File: config.mk
export PLATFORM = sky130hd
export DESIGN_NAME = fetch_unit
export DESIGN_NICKNAME = d
export VERILOG_FILES = /design/src/rtl/fetch_unit.sv
export SDC_FILE = /design/constraint.sdc
export NUM_CORES = 1
export LEC_CHECK = 0
export CAP_MARGIN = 20
export CORE_ASPECT_RATIO = 0.8
export CORE_MARGIN = 1.5
export CORE_UTILIZATION = 40
export DETAILED_ROUTE_END_ITERATION = 8
export GPL_TIMING_DRIVEN = 0
export MAX_ROUTING_LAYER = met4
export PLACE_DENSITY = 0.57
export SYNTH_ARGS = -nofsm -noshare
export SYNTH_HDL_FRONTEND = slang
export SYNTH_SLANG_ARGS = --single-unit
File: constraint.sdc
create_clock -name clk -period 3.01 [get_ports clk]
set_clock_uncertainty 0.15 [all_clocks]
set_input_delay 0.4515 -clock clk [delete_from_list [all_inputs] [get_ports clk]]
set_output_delay 0.4515 -clock clk [all_outputs]
set_load 0.01 [all_outputs]
File: src/rtl/fetch_unit.sv
// fetch_unit: bf8b instruction fetch stage. Reads program bytes through the shared
// memory arbiter into a small prefetch queue and hands them to decode/exec with their PC.
`default_nettype none

module fetch_unit #(
  parameter int QUEUE_DEPTH = 4
) (
  input  logic       clk,
  input  logic       rst,
  output logic       mem_req,
  output logic [7:0] mem_addr,
  output logic       mem_we,
  output logic [7:0] mem_wdata,
  input  logic       mem_ready,
  input  logic [7:0] mem_rdata,
  input  logic       redirect,
  input  logic [7:0] redirect_pc,
  output logic       instr_valid,
  output logic [7:0] instr,
  output logic [7:0] instr_pc,
  input  logic       instr_ready
);

  localparam int PW = $clog2(QUEUE_DEPTH);
  localparam logic [PW:0] FULL = (PW+1)'(QUEUE_DEPTH);

  localparam logic [1:0] IDLE    = 2'd0;
  localparam logic [1:0] REQ     = 2'd1;
  localparam logic [1:0] RELEASE = 2'd2;

  logic [1:0]    state;
  logic [7:0]    fetch_pc;
  logic [7:0]    req_addr;
  logic [PW:0]   count;
  logic [PW-1:0] rd_ptr;
  logic [PW-1:0] wr_ptr;
  logic          discard;
  logic          halted;
  logic          req_q;
  logic [7:0]    q_data [QUEUE_DEPTH];
  logic [7:0]    q_pc   [QUEUE_DEPTH];

  logic can_issue;
  logic push;
  logic pop;

  // A stale ready from the previous transaction must never be mistaken for a new completion.
  assign can_issue = !halted && (count < FULL) && !mem_ready && !redirect;
  assign push      = (state == REQ) && mem_ready && !discard && !redirect;
  assign pop       = instr_valid && instr_ready && !redirect;

  assign mem_req     = req_q;
  assign mem_addr    = req_addr;
  assign mem_we      = 1'b0;
  assign mem_wdata   = 8'h00;
  assign instr_valid = (count != '0);
  assign instr       = q_data[rd_ptr];
  assign instr_pc    = q_pc[rd_ptr];

  always_ff @(posedge clk) begin
    if (rst) begin
      state    <= IDLE;
      fetch_pc <= 8'h00;
      req_addr <= 8'h00;
      count    <= '0;
      rd_ptr   <= '0;
      wr_ptr   <= '0;
      discard  <= 1'b0;
      halted   <= 1'b0;
      req_q    <= 1'b0;
      for (int i = 0; i < QUEUE_DEPTH; i++) begin
        q_data[i] <= 8'h00;
        q_pc[i]   <= 8'h00;
      end
    end else begin
      case (state)
        IDLE: begin
          if (can_issue) begin
            req_q    <= 1'b1;
            req_addr <= fetch_pc;
            state    <= REQ;
          end
        end
        REQ: begin
          if (mem_ready) begin
            req_q   <= 1'b0;
            state   <= RELEASE;
            discard <= 1'b0;
          end else if (redirect) begin
            // Arbiter already holds this address; drain the transaction and drop its data.
            discard <= 1'b1;
          end
        end
        RELEASE: begin
          if (!mem_ready) begin
            if (can_issue) begin
              req_q    <= 1'b1;
              req_addr <= fetch_pc;
              state    <= REQ;
            end else begin
              state <= IDLE;
            end
          end
        end
        default: begin
          state <= IDLE;
          req_q <= 1'b0;
        end
      endcase

      if (push) begin
        q_data[wr_ptr] <= mem_rdata;
        q_pc[wr_ptr]   <= req_addr;
        wr_ptr         <= wr_ptr + 1'b1;
        fetch_pc       <= req_addr + 8'd1;
        if (mem_rdata == 8'h00) begin
          halted <= 1'b1;
        end
      end

      if (pop) begin
        rd_ptr <= rd_ptr + 1'b1;
      end

      if (redirect) begin
        count    <= '0;
        rd_ptr   <= '0;
        wr_ptr   <= '0;
        fetch_pc <= redirect_pc;
        halted   <= 1'b0;
      end else begin
        case ({push, pop})
          2'b10:   count <= count + 1'b1;
          2'b01:   count <= count - 1'b1;
          default: count <= count;
        endcase
      end
    end
  end

endmodule

`default_nettype wire

==> results.yml <==
detailed_routing:
  avgViaCountPerCell: 4.87
  wl_per_cell_um: 16.0
  top_layer_used: "met4"
  drt_iter0_markers: 137
  drt_wl_total_um: 8900
  first_pass_iters: 4
  num_vias: 2710
  routed-wl-met2_um: 3980
  drc_errors: 0
  wl_met3_um: 398
  ant_nets: 0
  wl_met1_um: 4400
sta:
  hold_violations: 0
  fin_crit_sh: 0.952
  worst_pin_slew_ps: 571
  setup_viol: 0
  max_freq_mhz: 349
  fin_ws_ps: 144
  max-slew-margin-rel: 0.620
  slew_viol_final: 0
  period_needed_ps: 2870
  rsz0062_at_grt: "no"
floorplan:
  dieArea_um2: 11000
  start_util: 0.408
  fp.coreArea_um2: 10200
  io_pins: 56
  die_w_um: 117
  placementRows: 33
  dieHeight_um: 94.2
yosys:
  yosysSeqAreaShare: 0.606
  syn_area_um2: 4160
  yosysWarnings: 0
  synthCells: 346
  synth_edf_count: 64
  synth-main-ff-cell: "edfxtp_1"
  syn_avg_cell_area_um2: 12.0
  async_flop_share: 0
  ys_ff_latch: 94
  ys_types: 46
cts:
  clk_latency_ps: 340
  cts_made_buffers: 9
  hold_buffers: 0
  path_clk_slew_ps: 60
  clockBufferDepth: 2
  cts_sinks: 94
  cts_tree: "yes"
  cts_root_buf: "clkbuf_16"
  cts_max_level: 3
power_and_ir_drop:
  p_seq_frac: 0.543
  p_sw_frac: 0.219
  p_switching_mw: 0.581
  ir_drop_uv: 365
  p_per_area_nw_per_um2: 518
  power.share.clock: 0.388
  internal-power_mw: 2.07
  p_leak_nw: 1.91
  combPwrFrac: 0.070
  p_total_mw: 2.65
critical_path:
  cp_data_required_time_ps: 2410
  cp-start-kind: "flip-flop"
  end_kind: "primary output"
  critical_path.max_fanout: 10
  worstReg2RegStart: "state[1]"
  slowest_delay_ps: 500
  path_cells: "clkbuf_1 -> clkbuf_2 -> mux4_2 -> clkdlybuf4s50_1"
  worstSetupPathType: "reg -> out"
  crit_path_top_delay_cell: "clkdlybuf4s50_1"
  cp.arrival_ps: 2260
finish:
  final_cell_mix: "edfxtp_1 (64), nor2_1 (59), clkdlybuf4s50_1 (44), dfxtp_1 (30), nand2_1 (29)"
  fin_cells: 556
  diodes: 0
  drive_gt1_frac: 0.144
  final_common_cell: "edfxtp_1"
  areaGrowthSynthToFinish_pct: 22.9
  nets: 435
  nFillCells: 962
worst_hold_path:
  hp-class: "in -> reg"
  min_from: "redirect"
placement:
  place_ws_ps: 54.4
  placed_cells: 540
  dp_hpwl_um: 5930
  gp_congestion: 0.775
  io_buffers: 44
global_routing:
  grt_max_degree: 17
  grtUsageTotal: 0.183
  grt_first_pass_wirelength_um: 14000
  grt_pass1_vias: 2587
  antenna_found_initial: 0
  grt_overflow_total: 0
run_status:
  outcome: "finished clean"
flow_run:
  maxCapViolations: 0
## worst paths after layout
| kind | endpoint | slack [ps] | cells past startpoint |
|---|---|---|---|
| setup / recovery | instr_pc[1] | 140 | 4 |
| hold / removal | fetch_pc[2] | 290 | 3 |
| hold reg to reg | mem_addr[6] | 300 | 2 |
| setup reg to reg | count[2] | 600 | 9 |
## layout make-up
type | instances | area (um^2) | share of cell area
plain buffers | 28 | 171 | 0.0335
clock buffers | 10 | 229 | 0.0448
clock inverters | 6 | 38.8 | 0.00758
inverters | 22 | 82.6 | 0.0161
multi-input cells | 210 | 1430 | 0.279
flip-flops and latches | 94 | 2520 | 0.493
well taps | 140 | 175 | 0.0342
repair buffers | 46 | 470 | 0.0920
## power groups by stage
stage                     logic (mW)  registers (mW)  clock network (mW)
after CTS                      0.187            1.44                1.05
after global placement         0.180            1.47                   0
after detailed placement       0.186            1.47                   0
final                          0.185            1.44                1.03
after floorplan               0.0986            1.46                   0
after global routing           0.202            1.44                1.10
## metal layers
| layer | up-vias | global-route usage |
|---|---|---|
| met1 | 1308 | 0.249 |
| met3 | 13 | 0.0452 |
| met5 | - | - |
| met4 | 0 | 0.0572 |
| li1 | 1317 | - |
| met2 | 72 | 0.271 |
## cell families (layout without fill, tap and decap cells)
logic type      after synthesis  after routing  synth area share
simple gates                129            129             0.149
flops                        94             94             0.606
buf+inv                      50            112            0.0601
compound gates               38             38            0.0538
mux                          19             19            0.0941
xor+xnor                     12             12            0.0253
fa+ha+maj                     3              3            0.0108
other cells                   1              9          0.000901
## flip-flops by register name (all words and copies together), names as in the netlist, named ones only
name      count
state         2
discard       1
halted        1
fetch_pc      8
mem_req       1
q_data       32
rd_ptr        2
mem_addr      8
count         3
wr_ptr        2
q_pc         32
## critical path: cells and delay by family, from the launching register on
kind     cells  cell delay (ps)
flops        1              300
mux          1              390
buf+inv      3             1230
## metrics by stage
stage          hold slack [ps]  TNS [ps]   util  cell area (um^2)
2_1_floorplan              277         0      -              4190
3_3_place_gp               288    -19920  0.471              4810
3_5_place_dp               292         0  0.475              4840
4_1_cts                    284         0  0.502              5110
5_1_grt                    316         0  0.502              5110
6_report                   291         0  0.502              5110
## Yosys cell counts, types with 3 or more instances
cell      number  area (um^2)
buf_4          9         67.6
clkbuf_1       9         33.8
xnor2_1        9         78.8
xor2_1         3         26.3
nor3b_1        3         22.5
edfxtp_1      64         1920
buf_2          4         20.0
nand3_1        3         15.0
a21oi_1       16         80.1
nand2_1       29          109
and2_1        11         68.8
dfxtp_1       30          601
buf_6          3         33.8
mux4_2        16          360
inv_1         22         82.6
nor3_1         5         25.0
o21ai_0        9         45.0
nor2_1        59          221
## repair_timing
action,in CTS,in global routing
resized for setup,2,0
buffers inserted,0,0
endpoints found under the setup margin,10,0
Power figures use the tool's default switching activity.
